File: config.mk
export PLATFORM = sky130hd
export DESIGN_NAME = vreg_scheduler
export DESIGN_NICKNAME = d
export VERILOG_FILES = /design/src/rtl/vreg_pkg.sv /design/src/rtl/rr_arbiter.sv /design/src/rtl/vreg_scheduler.sv
export SDC_FILE = /design/constraint.sdc
export NUM_CORES = 1
export LEC_CHECK = 0
export ABC_AREA = 1
export ABC_CLOCK_PERIOD_IN_PS = 4500
export BUFFER_PORTS_ARGS = -buffer_cell sky130_fd_sc_hd__buf_4
export CAP_MARGIN = 15
export CORE_ASPECT_RATIO = 1.75
export CORE_MARGIN = 8
export CORE_UTILIZATION = 55
export DETAILED_ROUTE_END_ITERATION = 16
export PLACE_DENSITY = 0.86
export REMOVE_ABC_BUFFERS = 1
export SKIP_LAST_GASP = 1
export SLEW_MARGIN = 40
export SYNTH_ARGS = -nofsm -noshare
export SYNTH_HDL_FRONTEND = slang
export SYNTH_SLANG_ARGS = --single-unit
export TNS_END_PERCENT = 10
File: constraint.sdc
create_clock -name clk -period 4.5 [get_ports clk]
set_clock_uncertainty 0.2 [all_clocks]
set_input_delay 0.675 -clock clk [delete_from_list [all_inputs] [get_ports clk]]
set_output_delay 0.675 -clock clk [all_outputs]
set_load 0.01 [all_outputs]
File: src/rtl/vreg_pkg.sv
// Shared definitions for the vregister control port.
// Holds the LOAD/INCR/DECR command encoding and its width. The register and
// the scheduler both use these constants, so their encodings always agree.
package vreg_pkg;

  localparam int CMD_W = 2;

  localparam logic [CMD_W-1:0] CMD_NONE = 2'd0;
  localparam logic [CMD_W-1:0] CMD_LOAD = 2'd1;
  localparam logic [CMD_W-1:0] CMD_INCR = 2'd2;
  localparam logic [CMD_W-1:0] CMD_DECR = 2'd3;

endpackage

File: src/rtl/rr_arbiter.sv
// Round-robin arbiter.
// The scan starts at last_grant+1 (mod N) and moves upward. The first
// requester that is asserted gets the grant. last_grant changes only when
// `advance` is high, so an unaccepted grant keeps the same priority order.
// Ports:
//   clk          clock, rising edge
//   async_nreset asynchronous active-low reset; last_grant resets to N-1
//   req          request vector
//   advance      a grant was consumed this cycle
//   grant        one-hot grant (combinational)
//   grant_idx    index of the granted requester (0 when nothing is granted)
module rr_arbiter #(
  parameter int N = 4,
  localparam int IW = (N > 1) ? $clog2(N) : 1
) (
  input  logic          clk,
  input  logic          async_nreset,
  input  logic [N-1:0]  req,
  input  logic          advance,
  output logic [N-1:0]  grant,
  output logic [IW-1:0] grant_idx
);

  logic [IW-1:0] last_grant;
  logic [IW-1:0] cand;
  logic          found;

  always_comb begin
    grant     = '0;
    grant_idx = '0;
    cand      = '0;
    found     = 1'b0;
    for (int k = 0; k < N; k++) begin
      cand = IW'((int'(last_grant) + 1 + k) % N);
      if (!found && req[cand]) begin
        found       = 1'b1;
        grant[cand] = 1'b1;
        grant_idx   = cand;
      end
    end
  end

  always_ff @(posedge clk or negedge async_nreset) begin
    if (!async_nreset) begin
      last_grant <= IW'(N - 1);
    end else if (advance) begin
      last_grant <= grant_idx;
    end
  end

endmodule

File: src/rtl/vreg_scheduler.sv
// Round-robin scheduler that shares one vregister among NREQ requesters.
// Each cycle it grants at most one valid/ready command. The granted command
// and its operand are registered onto reg_ctrl/reg_data. A shadow copy of the
// register value follows the same update rules, so it tracks the register.
// Optional feature, enabled by defining VREG_SCHED_SAT_EN:
//   An INCR at all ones, or a DECR at zero, is issued as NONE.
//   sat_drop pulses for that cycle.
//   Without the macro, values wrap and sat_drop is tied low.
// Ports:
//   clk, async_nreset  clock (rising edge) and asynchronous active-low reset
//   req_valid[i]       requester i has a command pending
//   req_cmd            command of requester i at [2i+1:2i]
//   req_data           LOAD operand of requester i at [WIDTH*i +: WIDTH]
//   req_ready          one-hot grant; a transfer is req_valid[i] & req_ready[i]
//   reg_ctrl/reg_data  drive the register's ctrl/data_in
//   shadow_value       register value after all issued commands
//   sat_drop           the command issued this cycle was suppressed
module vreg_scheduler
  import vreg_pkg::*;
#(
  parameter int WIDTH = 8,
  parameter int NREQ  = 4
) (
  input  logic                  clk,
  input  logic                  async_nreset,
  input  logic [NREQ-1:0]       req_valid,
  input  logic [CMD_W*NREQ-1:0] req_cmd,
  input  logic [WIDTH*NREQ-1:0] req_data,
  output logic [NREQ-1:0]       req_ready,
  output logic [CMD_W-1:0]      reg_ctrl,
  output logic [WIDTH-1:0]      reg_data,
  output logic [WIDTH-1:0]      shadow_value,
  output logic                  sat_drop
);

  localparam int IW = (NREQ > 1) ? $clog2(NREQ) : 1;
  localparam logic [WIDTH-1:0] ONE = WIDTH'(1);

  function automatic logic [WIDTH-1:0] apply_cmd(input logic [WIDTH-1:0] cur,
                                                 input logic [CMD_W-1:0] cmd,
                                                 input logic [WIDTH-1:0] opnd);
    case (cmd)
      CMD_LOAD: return opnd;
      CMD_INCR: return cur + ONE;
      CMD_DECR: return cur - ONE;
      default:  return cur;
    endcase
  endfunction

`ifdef VREG_SCHED_SAT_EN
  function automatic logic sat_hit(input logic [WIDTH-1:0] cur,
                                   input logic [CMD_W-1:0] cmd);
    return ((cmd == CMD_INCR) && (cur == '1)) ||
           ((cmd == CMD_DECR) && (cur == '0));
  endfunction
`endif

  // Stage 0: arbitration and command select (combinational)
  logic [NREQ-1:0]  grant;
  logic [IW-1:0]    grant_idx;
  logic             xfer_p0;
  logic [CMD_W-1:0] cmd_p0;
  logic [CMD_W-1:0] ctrl_p0;
  logic [WIDTH-1:0] data_p0;
  logic [WIDTH-1:0] shadow_nxt;

  rr_arbiter #(
    .N (NREQ)
  ) u_arb (
    .clk          (clk),
    .async_nreset (async_nreset),
    .req          (req_valid),
    .advance      (xfer_p0),
    .grant        (grant),
    .grant_idx    (grant_idx)
  );

  // The arbiter grants only valid requesters. Gating with reset keeps
  // req_ready low while reset is asserted.
  assign req_ready = grant & {NREQ{async_nreset}};
  assign xfer_p0   = |(req_valid & req_ready);

  always_comb begin
    cmd_p0  = CMD_NONE;
    data_p0 = '0;
    for (int i = 0; i < NREQ; i++) begin
      if (grant_idx == IW'(i)) begin
        cmd_p0  = req_cmd[CMD_W*i +: CMD_W];
        data_p0 = req_data[WIDTH*i +: WIDTH];
      end
    end
  end

  // The value the register will hold after the command now on reg_ctrl.
  // The saturation check uses this value, so it already includes the
  // command issued in the previous cycle.
  assign shadow_nxt = apply_cmd(shadow_value, reg_ctrl, reg_data);

`ifdef VREG_SCHED_SAT_EN
  logic drop_p0;
  logic drop_p1;

  assign drop_p0  = sat_hit(shadow_nxt, cmd_p0);
  assign ctrl_p0  = drop_p0 ? CMD_NONE : cmd_p0;
  assign sat_drop = drop_p1;
`else
  assign ctrl_p0  = cmd_p0;
  assign sat_drop = 1'b0;
`endif

  // Stage 1: registered output to the register's control port
  logic [CMD_W-1:0] ctrl_p1;
  logic [WIDTH-1:0] data_p1;

  always_ff @(posedge clk or negedge async_nreset) begin
    if (!async_nreset) begin
      ctrl_p1 <= CMD_NONE;
      data_p1 <= '0;
    end else if (xfer_p0) begin
      ctrl_p1 <= ctrl_p0;
      data_p1 <= data_p0;
    end else begin
      ctrl_p1 <= CMD_NONE;
    end
  end

`ifdef VREG_SCHED_SAT_EN
  always_ff @(posedge clk or negedge async_nreset) begin
    if (!async_nreset) begin
      drop_p1 <= 1'b0;
    end else begin
      drop_p1 <= xfer_p0 & drop_p0;
    end
  end
`endif

  assign reg_ctrl = ctrl_p1;
  assign reg_data = data_p1;

  // Stage 2: shadow, updated on the same edge as the register
  logic [WIDTH-1:0] shadow_p2;

  always_ff @(posedge clk or negedge async_nreset) begin
    if (!async_nreset) begin
      shadow_p2 <= '0;
    end else begin
      shadow_p2 <= shadow_nxt;
    end
  end

  assign shadow_value = shadow_p2;

endmodule

=== Yosys cells after proc, flatten, opt, wreduce, memory -nomap -nowiden ===
Cells that the tools add are included.

* Register bits after elaboration: 20
* Input bits: 46
* Output and inout port bits: 23
* Logic and storage cells: 79

* $add $sub $neg: 6
* Order comparisons: 8
* Equality and inequality tests: 6
* Multiplexer cells: 37
* Bitwise operators: 5
* Reduce and logical (&&, ||, !) cells: 13

{| class="wikitable"
|+ Operators with widths
! cell !! number
|-
| $mux 8 || 4
|-
| $pmux 8 s3 || 1
|-
| $mux 2 || 9
|-
| $mux 4 || 4
|-
| $lt 2x3->1 const B || 4
|-
| $or 4x4->4 || 3
|-
| $mux 1 || 11
|-
| $add 8x1->8 const B || 1
|-
| $and 4x4->4 || 2
|-
| $bmux 1 s2 || 4
|-
| $demux 1 s2 || 4
|-
| $eq 2x2->1 const B || 4
|-
| $ge 2x1->1 const B || 4
|-
| $sub 8x1->8 const B || 1
|-
| $logic_and 1x1->1 || 7
|-
| $add 2x1->2 const B || 2
|-
| $add 2x2->2 const B || 2
|-
| $eq 2x1->1 const B || 2
|-
| $reduce_or 4->1 || 1
|-
| $logic_not 1->1 || 3
|-
| $reduce_bool 3->1 || 1
|-
| $logic_not 2->1 || 1
|}

=== Logic depth before layout (Yosys ltp) ===
* Word-level depth: 19
* Depth in mapped cells: 18
* Depth with buffers taken out: 17

=== By module ===
From an unflattened synthesis, not the netlist that was laid out.

* Cell total of the unflattened synthesis: 298
* Area, all modules: 1,975.6 µm²

{| class="wikitable"
|+ Modules (own cells, without submodules)
! module !! times used !! cells an instance !! area each (µm²)
|-
| vreg_scheduler || 1 || 211 || 1,406.3
|-
| rr_arbiter || 1 || 87 || 569.3
|}

=== Worst setup path before layout ===
OpenSTA, ideal clock, no wires.

* Kind: reg2out
* Start point: register u_arb.last_grant[0]
* End point: output port req_ready[0]
* Arrival: 1.970 ns
* Data required time: 3.625 ns
* Path slack: 1.655 ns
* Cell stages (with the launch flop): 11
* Path buffers: 2
* Path through: dfstp_2 -> buf_6 -> inv_6 -> ha_1 -> inv_1 -> nand2_4 -> nand2_4 -> nor2_4 -> buf_6 -> nand4_1 -> a31oi_1

* Longest elaborated chain between the ends: 14
* Elaborated cells between the ends (all ways): 49
* Those cells by class: 4 x add/sub; 8 x order compare; 23 x mux; 4 x bitwise; 10 x reduce/logical

{| class="wikitable"
|+ RTL lines
! item !! RTL line !! text
|-
| start, declared || rr_arbiter.sv:24 || <nowiki>logic [IW-1:0] last_grant;</nowiki>
|-
| start signal, assigned || rr_arbiter.sv:45 || <nowiki>last_grant <= IW'(N - 1);</nowiki>
|-
| start signal, assigned || rr_arbiter.sv:47 || <nowiki>last_grant <= grant_idx;</nowiki>
|-
| $add 2x1->2 * || rr_arbiter.sv:34 || <nowiki>cand = IW'((int'(last_grant) + 1 + k) % N);</nowiki>
|-
| branches (longest 11 deep; another with $lt 2x3->1) || n/a ||
|-
| $mux 4 * || rr_arbiter.sv:35 || <nowiki>if (!found && req[cand]) begin</nowiki>
|-
| $and 4x4->4 * || vreg_scheduler.sv:80 || <nowiki>assign req_ready = grant & {NREQ{async_nreset}};</nowiki>
|-
| end, declared || vreg_scheduler.sv:29 || <nowiki>output logic [NREQ-1:0] req_ready,</nowiki>
|}

Mark *: on every way between the ends. The select of a mux whose other input is x is not followed.

=== Worst setup path after layout ===
* Start point: register u_arb.last_grant[0]
* End point: output port req_ready[1]

The elaborated chain is that of the path after synthesis.

==> flow_summary.yaml <==
outcome:
  status: "completed"
sta:
  worst_slew_pin_slew_ns: 0.532
  final-setup-viol-count: 0
  slew_headroom_pct: 64.5
  fin_crit_ns: 3.48
  max_freq_mhz: 287
  timing.setup.tns_ns: 0
  post-route-period-util_pct: 77.4
  rsz0062_at_grt: "false"
  finalHoldViolCount: 0
  final_max_slew_viol_count: 0
power:
  max-vdd-ir-drop_mv: 0.715
  p_leak_nw: 1.43
  power_density_nw_per_um2: 852
floorplan:
  rows: 29
  initial_core_util_pct: 57.1
  fp.dieW_um: 62.4
  core_area_sq_um: 3630
  ioPinCount: 69
  die_h_um: 97.2
  die_area_sq_um: 6060
logic_synthesis:
  syn_area_sq_um: 2070
  synth_top_cell_area_share_pct: 21.7
  netlist_instances: 306
  ys_types: 36
  ys_ff_latch: 20
  postSynth.asyncResetShare_pct: 100
  yosysTopAreaCell: "dfrtp_1"
  syn_avg_cell_area_sq_um: 6.77
  ys.flop_type: "dfrtp_1"
  yosysSeqAreaShare_pct: 24.3
  synth_warnings: 0
  synth_edf_count: 0
  synth_area_leaders: "dfrtp_1, nand2_1, nand3_1"
routing:
  drc: 0
  viasPerCell: 5.63
  wire_per_inst_um: 15.7
  ant_nets: 0
  drt_iter0_markers: 157
  vias: 2324
  drt-total-wl_mm: 6.50
  first_pass_iters: 5
critical_path:
  cp_slowest_cell: "dfstp_2"
  path_delay_family: "flip-flops"
  criticalPathCategory: "reg -> out"
  cp.arrival_ns: 2.61
  cp_cell_sequence: "inv_6 -> ha_1 -> inv_1 -> nand2_4 -> nand2_4 -> nor2_4 -> nand3_1 -> a31oi_1 -> buf_4"
  crit_fanout: 14
  endpoint_kind: "output port"
  path_common_cell: "nand2_4"
  max_stage_delay_ns: 0.73
  required_ns: 3.62
  critPathLaunchType: "flip-flop"
  crit_buf_inv: 3
cts:
  clkLatencyLatePin_ns: 0.26
  cts_hold_buf: 0
  clk_pin_slew_ns: 0.08
  cts-root-buf: "clkbuf_8"
  clk_path_buf_depth: 2
  numCtsBuffers: 3
  cts.htree.levels: 1
  clock_sinks: 20
  post_cts_buffers: 0
  cts.repair.resized: 0
  cts_tree: "built"
placed_design:
  routabilityCongestion: 0.937
  place_area_sq_um: 2530
  port_buffers: 67
  dpl.hpwl_mm: 5.20
  dp_cells: 409
cells_and_area:
  area_growth_pct: 25.7
  drive_above_1_share_pct: 25.1
  utilization_pct: 71.8
  design_area_sq_um: 2610
  antenna_cells: 0
  num-nets-final: 429
  layoutNonFillerInstCount: 413
global_route:
  antenna_found_initial: 0
  grt_usage_pct: 20.9
  grt_pass1_wl_mm: 10.7
  grt_start_max_net_pins: 26
  grt_pass1_vias: 2386
  gr-total-overflow: 0
hold_path:
  hold_class: "in -> async"
run:
  maxCapViolCount: 0
-- logic make-up after synthesis --
logic type,count (synthesis),synth area share [%]
AND/OR/NAND/NOR,183,42.8
other,1,0.181
flip-flops,20,24.3
AO/OA/AOI/OAI,39,10.9
buffers and inverters,46,11.5
adder cells (fa/ha/maj),15,9.42
XOR/XNOR,2,0.846
-- cells in the mapped netlist, types with 4 or more instances --
cell type  count
a21oi_1       11
a31oi_1        5
buf_6          6
dfrtp_1       18
ha_1          14
inv_1         34
nand2_1       85
nand2_2        7
nand2_4        4
nand3_1       52
nand4_1       12
nor2_1        11
o211ai_1       5
o21ai_0       11
or2_0          4
-- cell type report --
| cell class | count | area (sq um) |
|---|---|---|
| tap | 46 | 57.6 |
| multi-input combinational | 240 | 1330 |
| inverter | 36 | 140 |
| clock buffer | 3 | 41.3 |
| sequential | 20 | 503 |
| timing repair buffer | 67 | 503 |
| clock inverter | 1 | 30.0 |
| fill | 333 | 1020 |
-- per-layer routing --
layer	vias to the layer above	GRT usage, %	wire [um]
li1	1141	-	-
met1	1056	20.5	2390
met2	106	40.1	3620
met3	21	2.77	317
met4	0	11.1	175
met5	-	0	0
-- state kept, by name, indices dropped and copies added, names as in the netlist --
name,cells
reg_ctrl,2
reg_data,8
shadow_value,8
u_arb.last_grant,2
-- layout by cell type (no fill, tap or decap), types with 2 or more instances in the layout --
cell type / netlist / routed
nand3_1: 52 / 52
nand2_4: 4 / 4
or2_0: 4 / 4
o21ai_0: 11 / 11
nor2_4: 2 / 2
or2_1: 2 / 2
nand2_1: 85 / 85
dfstp_2: 2 / 2
clkbuf_8: 0 / 3
o211ai_1: 5 / 5
ha_1: 14 / 14
a21boi_1: 2 / 2
nor2_1: 11 / 11
nand4_1: 12 / 12
dfrtp_1: 18 / 18
inv_1: 34 / 34
a31oi_1: 5 / 5
a21oi_1: 11 / 11
nand2_2: 7 / 7
o21ai_1: 2 / 2
xor2_1: 2 / 2
buf_4: 1 / 67
-- where the power goes --
part	internal (mW)	switching, mW
registers	0.272	0.0979
logic	0.577	1.09
clock network	0.119	0.0678
total	0.968	1.25
-- per-stage QoR --
step	hold WS, ns	total power, mW	worst slack (ns)
after global routing	0.122	2.44	0.901
final	0.0994	2.22	1.02
after CTS	0.109	2.21	1.06
after detailed placement	0.300	2.01	1.31
after global placement	0.293	1.99	1.38
after floorplan	0.179	1.53	1.65
-- path summary, 6_finish.rpt --
path	slack, ns	to	cells after the start	start
worst min-delay path	0.1	reg_data[6]$_DFFE_PN0P_	1	async_nreset
worst min register to register	0.32	reg_data[0]$_DFFE_PN0P_	2	reg_data[0]$_DFFE_PN0P_
max in group asynchronous	3.71	u_arb.last_grant[0]$_DFFE_PN1P_	1	async_nreset
worst max-delay path	1.02	req_ready[1]	9	u_arb.last_grant[0]$_DFFE_PN1P_
worst max register to register	1.26	reg_ctrl[1]$_DFF_PN0_	15	u_arb.last_grant[0]$_DFFE_PN1P_
min in group clk	0.32	reg_data[0]$_DFFE_PN0P_	2	reg_data[0]$_DFFE_PN0P_
Power figures use the tool's default switching activity.
